==> src/rtl/mem_access_unit.sv <==
// -----------------------------------------------------------------------------
// mem_access_unit
// Load/store unit between a pipeline request port and a single-port,
// word-organised data memory with combinational read data. Byte and halfword
// stores are done as read-modify-write.
//
// Ports
//   clk, rst                    clock, asynchronous active-low reset
//   req_valid / req_ready       request handshake (ready only in IDLE)
//   req_write, req_size,        store/load, size (00 B, 01 H, 1x W),
//   req_signed, req_addr,       sign-extend sub-word loads, byte address,
//   req_wdata                   right-aligned store data
//   rsp_valid, rsp_rdata,       one-cycle completion pulse, load result
//   rsp_err                     (0 for stores), misaligned-access flag
//   mem_addr, mem_write,        word index, write strobe,
//   mem_wdata, mem_rdata        write word, same-cycle read word
//
// Build option
//   MISALIGN_TRAP_EN  defined: misaligned halfword/word accesses complete
//                     with rsp_err = 1 and never touch memory.
//                     undefined: rsp_err stays 0 and misaligned addresses
//                     are aligned down before the access.
// -----------------------------------------------------------------------------
module mem_access_unit #(
   parameter int ADDR_W = 7
) (
   input  logic              clk,
   input  logic              rst,
   input  logic              req_valid,
   output logic              req_ready,
   input  logic              req_write,
   input  logic [1:0]        req_size,
   input  logic              req_signed,
   input  logic [31:0]       req_addr,
   input  logic [31:0]       req_wdata,
   output logic              rsp_valid,
   output logic [31:0]       rsp_rdata,
   output logic              rsp_err,
   output logic [ADDR_W-1:0] mem_addr,
   output logic              mem_write,
   output logic [31:0]       mem_wdata,
   input  logic [31:0]       mem_rdata
);

   localparam logic [1:0] ST_IDLE   = 2'd0;
   localparam logic [1:0] ST_ACCESS = 2'd1;
   localparam logic [1:0] ST_WRITE  = 2'd2;
   localparam logic [1:0] ST_RESP   = 2'd3;

   logic [1:0]        state_r;
   logic              write_r;
   logic              word_r;
   logic              half_r;
   logic              signed_r;
   logic [1:0]        off_r;
   logic [31:0]       wdata_r;
   logic              rsp_valid_r;
   logic [31:0]       rsp_rdata_r;
   logic              rsp_err_r;
   logic [ADDR_W-1:0] mem_addr_r;
   logic              mem_write_r;
   logic [31:0]       mem_wdata_r;

   logic              size_word_s;
   logic              size_half_s;
   logic [1:0]        off_s;
   logic              trap_s;
   logic              unused_addr_s;

   // Pick the addressed lane out of a memory word and extend it to 32 bits.
   function automatic logic [31:0] lane_extract(input logic [31:0] word,
                                                input logic [1:0]  off,
                                                input logic        is_word,
                                                input logic        is_half,
                                                input logic        is_signed);
      logic [7:0]  b;
      logic [15:0] h;
      case (off)
         2'd0:    b = word[7:0];
         2'd1:    b = word[15:8];
         2'd2:    b = word[23:16];
         2'd3:    b = word[31:24];
         default: b = 8'h00;
      endcase
      h = off[1] ? word[31:16] : word[15:0];
      if (is_word)
         return word;
      else if (is_half)
         return {{16{is_signed & h[15]}}, h};
      else
         return {{24{is_signed & b[7]}}, b};
   endfunction

   // Replace the addressed lane of an old memory word with new store data.
   function automatic logic [31:0] lane_merge(input logic [31:0] old_word,
                                              input logic [31:0] wd,
                                              input logic [1:0]  off,
                                              input logic        is_word,
                                              input logic        is_half);
      logic [31:0] merged;
      if (is_word)
         merged = wd;
      else if (is_half)
         merged = off[1] ? {wd[15:0], old_word[15:0]} : {old_word[31:16], wd[15:0]};
      else begin
         case (off)
            2'd0:    merged = {old_word[31:8], wd[7:0]};
            2'd1:    merged = {old_word[31:16], wd[7:0], old_word[7:0]};
            2'd2:    merged = {old_word[31:24], wd[7:0], old_word[15:0]};
            2'd3:    merged = {wd[7:0], old_word[23:0]};
            default: merged = old_word;
         endcase
      end
      return merged;
   endfunction

   // Upper address bits wrap around the memory and are deliberately dropped.
   assign unused_addr_s = ^req_addr[31:ADDR_W+2];

   // Request decode: size class, aligned lane offset and misalignment trap.
   always_comb begin
      size_word_s = req_size[1];
      size_half_s = (req_size == 2'b01);
      if (size_word_s)
         off_s = 2'b00;
      else if (size_half_s)
         off_s = {req_addr[1], 1'b0};
      else
         off_s = req_addr[1:0];
`ifdef MISALIGN_TRAP_EN
      trap_s = (size_half_s & req_addr[0]) |
               (size_word_s & (req_addr[1:0] != 2'b00));
`else
      trap_s = 1'b0;
`endif
   end

   // Ready is a decode of IDLE, gated by reset so it reads 0 while held in
   // reset and 1 immediately after release.
   assign req_ready = rst & (state_r == ST_IDLE);
   assign rsp_valid = rsp_valid_r;
   assign rsp_rdata = rsp_rdata_r;
   assign rsp_err   = rsp_err_r;
   assign mem_addr  = mem_addr_r;
   assign mem_write = mem_write_r;
   assign mem_wdata = mem_wdata_r;

   // Access FSM with registered response and memory-side outputs.
   always_ff @(posedge clk or negedge rst) begin
      if (!rst) begin
         state_r     <= ST_IDLE;
         write_r     <= 1'b0;
         word_r      <= 1'b0;
         half_r      <= 1'b0;
         signed_r    <= 1'b0;
         off_r       <= 2'b00;
         wdata_r     <= 32'h0000_0000;
         rsp_valid_r <= 1'b0;
         rsp_rdata_r <= 32'h0000_0000;
         rsp_err_r   <= 1'b0;
         mem_addr_r  <= '0;
         mem_write_r <= 1'b0;
         mem_wdata_r <= 32'h0000_0000;
      end else begin
         case (state_r)
            ST_IDLE: begin
               rsp_valid_r <= 1'b0;
               rsp_err_r   <= 1'b0;
               rsp_rdata_r <= 32'h0000_0000;
               mem_write_r <= 1'b0;
               if (req_valid) begin
                  write_r    <= req_write;
                  word_r     <= size_word_s;
                  half_r     <= size_half_s;
                  signed_r   <= req_signed;
                  off_r      <= off_s;
                  wdata_r    <= req_wdata;
                  mem_addr_r <= req_addr[ADDR_W+1:2];
                  if (trap_s) begin
                     // Misaligned: report straight away, memory untouched.
                     state_r     <= ST_RESP;
                     rsp_valid_r <= 1'b1;
                     rsp_err_r   <= 1'b1;
                  end else begin
                     state_r <= ST_ACCESS;
                     // Word stores need no read, so the strobe goes out
                     // during ACCESS itself.
                     if (req_write && size_word_s) begin
                        mem_write_r <= 1'b1;
                        mem_wdata_r <= req_wdata;
                     end else begin
                        mem_write_r <= 1'b0;
                     end
                  end
               end else begin
                  state_r <= ST_IDLE;
               end
            end
            ST_ACCESS: begin
               if (write_r && word_r) begin
                  mem_write_r <= 1'b0;
                  rsp_valid_r <= 1'b1;
                  rsp_rdata_r <= 32'h0000_0000;
                  state_r     <= ST_RESP;
               end else if (write_r) begin
                  mem_write_r <= 1'b1;
                  mem_wdata_r <= lane_merge(mem_rdata, wdata_r, off_r, word_r, half_r);
                  state_r     <= ST_WRITE;
               end else begin
                  mem_write_r <= 1'b0;
                  rsp_valid_r <= 1'b1;
                  rsp_rdata_r <= lane_extract(mem_rdata, off_r, word_r, half_r, signed_r);
                  state_r     <= ST_RESP;
               end
            end
            ST_WRITE: begin
               mem_write_r <= 1'b0;
               rsp_valid_r <= 1'b1;
               rsp_rdata_r <= 32'h0000_0000;
               state_r     <= ST_RESP;
            end
            ST_RESP: begin
               mem_write_r <= 1'b0;
               rsp_valid_r <= 1'b0;
               rsp_err_r   <= 1'b0;
               rsp_rdata_r <= 32'h0000_0000;
               state_r     <= ST_IDLE;
            end
            default: begin
               mem_write_r <= 1'b0;
               rsp_valid_r <= 1'b0;
               rsp_err_r   <= 1'b0;
               rsp_rdata_r <= 32'h0000_0000;
               state_r     <= ST_IDLE;
            end
         endcase
      end
   end

endmodule

==> config.mk <==
export PLATFORM = sky130hd
export DESIGN_NAME = mem_access_unit
export DESIGN_NICKNAME = d
export VERILOG_FILES = /design/src/rtl/mem_access_unit.sv
export SDC_FILE = /design/constraint.sdc
export NUM_CORES = 1
export LEC_CHECK = 0
export ABC_AREA = 1
export CORE_ASPECT_RATIO = 2
export CORE_MARGIN = 1
export CORE_UTILIZATION = 40
export CTS_CLUSTER_DIAMETER = 150
export DETAILED_ROUTE_END_ITERATION = 16
export GPL_TIMING_DRIVEN = 0
export PLACE_DENSITY_LB_ADDON = 0.1
export SLEW_MARGIN = 20
export SYNTH_ARGS = -nofsm -noshare
export SYNTH_HDL_FRONTEND = slang
export SYNTH_SLANG_ARGS = --single-unit
==> constraint.sdc <==
create_clock -name clk -period 2.11 [get_ports clk]
set_input_delay 0.422 -clock clk [delete_from_list [all_inputs] [get_ports clk]]
set_output_delay 0.422 -clock clk [all_outputs]
set_load 0.005 [all_outputs]
# Word-level counts from Yosys, hierarchy flattened
# Cells that the tools add are included.
totals:
  regBits: 113
  input_bits: 103
  out_inout_bits: 75
  wordCells: 70
classes:
  n_eq_ne: 12
  n_mux: 33
  n_bitwise: 3
  reduce_logical: 10
ops:
  columns: ["op", "count"]
  rows:
  - ["$mux W32", 11]
  - ["$pmux W32 S2", 2]
  - ["$pmux W32 S4", 1]
  - ["$pmux W8 S4", 1]
  - ["$mux W8", 3]
  - ["$mux W16", 1]
  - ["$mux W1", 10]
  - ["$eq A2 B2 Y1 const B", 4]
  - ["$pmux W2 S4", 1]
  - ["$eq A2 B1 Y1 const B", 3]
  - ["$ne A2 B2 Y1 const B", 3]
  - ["$pmux W1 S3", 2]
  - ["$reduce_and A5 Y1", 1]
  - ["$logic_not A2 Y1", 2]
  - ["$reduce_or A2 Y1", 2]
  - ["$and A1 B1 Y1", 3]
  - ["$ne A3 B3 Y1 const B", 1]
  - ["$reduce_or A3 Y1", 1]
  - ["$logic_and A1 B1 Y1", 2]
  - ["$mux W2", 1]
  - ["$ne A2 B1 Y1 const B", 1]
  - ["$reduce_and A2 Y1", 1]
  - ["$reduce_bool A2 Y1", 1]

# Longest topological paths before layout
logic_depth:
  ltp_word: 11
  mapped_depth: 9
  ltp_nobuf: 8

# Worst setup path after synthesis
# OpenSTA, ideal clock, no wires.
synth_path:
  kind: "register -> register"
  start: "reg state_r[0]"
  end: "reg mem_wdata_r[16], in the netlist mem_wdata[16]"
  setup_ns: 0.078
  arrival_time_ns: 1.438
  t_required_ns: 2.032
  setup_slack_ns: 0.594
  stages_incl_launch_ff: 9
  synth_period_minus_slack_ns: 1.516
  path_cell_list: "dfrtp_1 inv_1 ha_1 nand2_2 nor3_2 o21ai_4 buf_2 nor2_1 a21boi_1"
synth_via:
  elab_chain_cells: 3
  word_cells_on_any_way: 9
synth_rtl:
  columns: ["item", "line", "text"]
  rows:
  - ["start: declaration", "50", "logic [1:0] state_r;"]
  - ["start signal: assignment", "151", "state_r <= ST_IDLE;"]
  - ["start signal: assignment", "181", "state_r <= ST_RESP;"]
  - ["start signal: assignment", "185", "state_r <= ST_ACCESS;"]
  - ["$eq A2 B1 Y1 or $logic_not A2 Y1 (tied branches)", "165", "case (state_r)"]
  - ["$ne A2 B2 Y1 (no line), or another cell as far along", null, null]
  - ["$reduce_and A5 Y1 (no line)", null, null]
  - ["end signal: assignment", "190", "mem_wdata_r <= req_wdata;"]
  - ["end signal: assignment", "207", "mem_wdata_r <= lane_merge(mem_rdata, wdata_r, off_r, word_r, half_r);"]
  - ["end: declaration", "62", "logic [31:0] mem_wdata_r;"]
# Parallel ways exist; a longest one is shown, timed or not.
# A chain may end at the register's enable or synchronous reset.

# Worst setup path in the final report
layout_path:
  start: "reg state_r[1]"
  end: "out req_ready"
layout_via:
  elab_chain_cells: 2
layout_rtl:
  columns: ["item", "line", "text"]
  rows:
  - ["$logic_not A2 Y1", "140", "assign req_ready = rst & (state_r == ST_IDLE);"]
  - ["$and A1 B1 Y1", "140", null]
  - ["end: declaration", "30", "output logic req_ready,"]
# No other way between the ends.

==> impl_summary.md <==
Timing
The routed design could run at a clock period as short as 2.06 ns. The clock skew after layout is 0.00858 ns. The worst pin sits at a relative slew slack of 55.3%.

For this run, the top clock speed supported by timing is 485 MHz. The final-report hold violation count was 0. The number of failing setup endpoints in the final timing report is 0. For the pin with the worst max-slew slack, the measured transition is 0.670 ns.

The final worst slack is 0.0478 ns. The final clock period utilization by the worst path is 97.7%. The count of final max-slew check failures is 0.

Synth
The most instantiated library cell after synthesis is nand2_1. After synthesis, the cell types taking the most area are dfrtp_1 45%, nand2_1 16%, nor2_1 7.8%. The library cell with the largest summed area after synthesis is dfrtp_1.

For this run, asynchronously set or reset flops after synthesis account for 100%. The flip-flop and latch count after synthesis is 113. Counting instances in the post-synthesis netlist gives the leading cell types as 260 x nand2_1, 131 x nor2_1, 113 x dfrtp_1.

In the synthesized netlist, the number of instances is 863. After synthesis, the netlist uses 36 different library cells. The most used flip-flop cell after synthesis is dfrtp_1.

Averaged over all synthesized cells, the footprint is 7.26 µm². The share of synthesized area in the top cell type comes to 45.1%. Summing the sequential cell areas from Yosys gives 45.1% of the chip area. The number of synthesized flops with an enable pin is 0.

The synthesized netlist occupies a cell area of 6270 µm². The synthesized netlist net count is 968. For this run, the number of Yosys warnings is 0.

Placement
In this run the cell area measured after placement is 8080 µm². The setup slack after placement is -0.130 ns. Detailed placement ended at an HPWL of 17600 µm. In this run the tool buffered the top-level ports with 153 buffer cells. Routability-driven placement finished with a final weighted congestion of 0.995.

Route
After detailed routing, the wire length on met1 is 8190 µm. Using the TritonRoute via totals, the vias-per-cell ratio works out to 4.99. In this run, the number of DRC markers left after iteration 0 of detailed routing was 322. Before antenna repair, the detailed router went through 5 iterations. After detailed routing, the number of remaining DRC violations is 0. The total wire length is 22500 µm. The top routing layer in use is met4. The final routed wire length divided by cell count is 18.0 µm. Once detail routing completed, the nets flagged for antenna violations numbered 0.

The vias after detailed routing is 6252. The length of routed met3 wiring is 798 µm. The length of routed met2 wiring is 11900 µm.

Pwr
Power spread over the standard cell area amounts to 1480 nW/µm². The leakage power of the design is 4.33 nW. The maximum resistive drop on vdd is 679 µV.

Global routing
The initial antenna violation count is 0. The global-route wire length before repair is 35300 µm. The largest net degree at the start of global routing is 39. Global routing finished with a remaining overflow of 0. The via count of the first global-routing pass is 6441. Global routing used 29.5% of the available tracks across all layers.

Setup path
The reg-to-reg startpoint is state_r[1]. The kind of end point of the critical path is an output port. The delay of the slowest critical-path stage is 0.48 ns. The critical setup path kind is register to output port. In this run the worst setup path terminates at req_ready.

The top cell family by delay on the critical path is buffers and inverters. In this run the critical register-to-register path is captured at mem_wdata[5]. Measured in cells, the most critical reg-to-reg path has a length of 8. The arrival time at the worst endpoint is 1.64 ns. The startpoint of the worst setup timing path is state_r[1]. The count of cell instances traversed by the critical path is 5. Counting both buffers and inverters, the worst setup path holds a total of 3. Of all nets on the critical path, the largest fanout is 4.

The slack of the worst reg-to-reg path is 0.19 ns. For this design, the slowest cell found on the critical path is clkdlybuf4s50_1. STA classifies the critical path startpoint as a register. The critical path goes through inv_2 > ha_4 > nand2_1 > inv_1 > clkdlybuf4s50_1. The data required time of the critical path is 1.69 ns.

CTS
The clock tree root buffer cell is clkbuf_16. The clock tree from TritonCTS is built. For this design, the sink count on the clock tree is 113. The maximum buffer depth of the clock tree is 2. After clock tree synthesis, the clock-pin slew on the worst setup and hold paths is 0.05 ns. The deepest level of the CTS H-tree is 4. The CTS buffer count is 17. The later-pin clock latency in the skew report is 0.43 ns.

Run
Across the run, the number of max-cap violations was 0.

Finish
After routing the design area is 8800 µm². The sequential cells in the finished layout cover a total of 2830 µm². The share of post-route cells with drive strength above 1 is 9.76%.

Counting the fill cells in the layout gives 1468. The number of antenna diodes in the final layout is 0. Summing all multi-input logic gate instances after layout gives 2840 µm². The area added between synthesis and finish is 40.4%. In the final design database the tool counted 1147 nets. The post-route core utilization is 57.6%.

Floorplan
In this run the horizontal extent of the chip is 90.5 µm. The area of the core region is 15300 µm². The floorplan has 64 rows.

The floorplan step set the die height to 179 µm. The number of placed I/O pins is 178. The die footprint is 16200 µm². The effective utilization at floorplan is 41.0%.

Outcome
The run finished with clean final reports.

Min path
The path class of the tightest hold or removal check is input port to async pin.
[registers in the layout, indices dropped and copies added, names as in the netlist]
name       flops
half_r         1
mem_write      1
off_r          2
signed_r       1
wdata_r       32
rsp_valid      1
state_r        2
mem_wdata     32
word_r         1
mem_addr       7
write_r        1
rsp_rdata     32
[cell usage in the layout (no fill, tap or decap), types with 4 or more instances in the layout]
cell             Yosys  layout
inv_2                6       8
clkbuf_1            14      15
dfrtp_1            113     113
buf_6                7       8
o21ai_1              4       4
nand4_1              8       8
clkinvlp_4           0       5
buf_4                5       7
inv_1               87      85
nand2_1            260     260
clkbuf_16            0      17
a21boi_1            21      21
o21ai_0             86      86
o21ai_2             10      10
nor2_1             131     130
nand3_1             25      25
a21oi_1             24      24
nand2_2              5       5
buf_2               16      16
clkdlybuf4s50_1      0     152
o211ai_1            17      17
[report_power, final]
group / total (mW) / switching, mW / internal [mW] / leakage [nW]
registers: 3.76 / 0.650 / 3.11 / 1.41
clock network: 2.95 / 1.07 / 1.88 / 0.281
logic: 6.33 / 3.64 / 2.70 / 2.63
[per-stage QoR]
step	setup TNS [ns]	total power [mW]	std cells	hold WS (ns)
after global routing	-0.00285	14.0	1253	0.0708
after CTS	0	13.1	1251	0.0577
after floorplan	0	7.20	863	0.126
after global placement	-445.00	9.95	1214	0.461
final	0	13.0	1253	0.0521
after detailed placement	-0.138	9.99	1215	0.344
[what timing repair did]
action,in CTS,in global routing
setup endpoints to repair,1,11
gates resized for setup,4,1
endpoints found under the hold margin,38,0
cloned,1,0
buffers inserted,0,2
pin swaps,0,1
hold buffers,3,0
[tightest hold or removal path, delay by kind of cell]
kind | cells | cell delay, ns
buf+inv | 3 | 0.42
[logic make-up after synthesis]
logic type | count (synthesis) | share of synthesized area (%)
other | 1 | 0.0598
AND/OR/NAND/NOR | 440 | 28.7
buffers and inverters | 139 | 9.82
flip-flops | 113 | 45.1
AO/OA/AOI/OAI | 168 | 15.9
adder cells (fa/ha/maj) | 2 | 0.399
[worst min path at each step]
stage | startpoint | to | slack [ns] | depth (start not counted)
3_5_place_dp | rst | rsp_rdata[24] | 0.34 | 1
6_report | rst | rsp_rdata[16] | 0.05 | 3
5_1_grt | rst | rsp_rdata[19] | 0.07 | 3
2_1_floorplan | rst | half_r | 0.13 | 0
4_1_cts | rst | rsp_rdata[19] | 0.06 | 3
3_3_place_gp | mem_addr[0] | mem_addr[0] | 0.46 | 2
[routing by layer]
layer / vias to the layer above / GRT usage (%)
li1: 3082 / -
met1: 2881 / 29.9
met2: 212 / 53.8
met3: 77 / 4.45
met4: 0 / 22.9
met5: - / 0
[cell type report]
cell class	instances	share of cell area, %
multi-input cells	611	32.3
flip-flops and latches	113	32.1
repair buffers	160	18.9
clock buffers	19	5.03
inverters	94	4.04
plain buffers	45	2.96
well taps	198	2.81
clock inverters	13	1.82
Power figures use the tool's default switching activity.
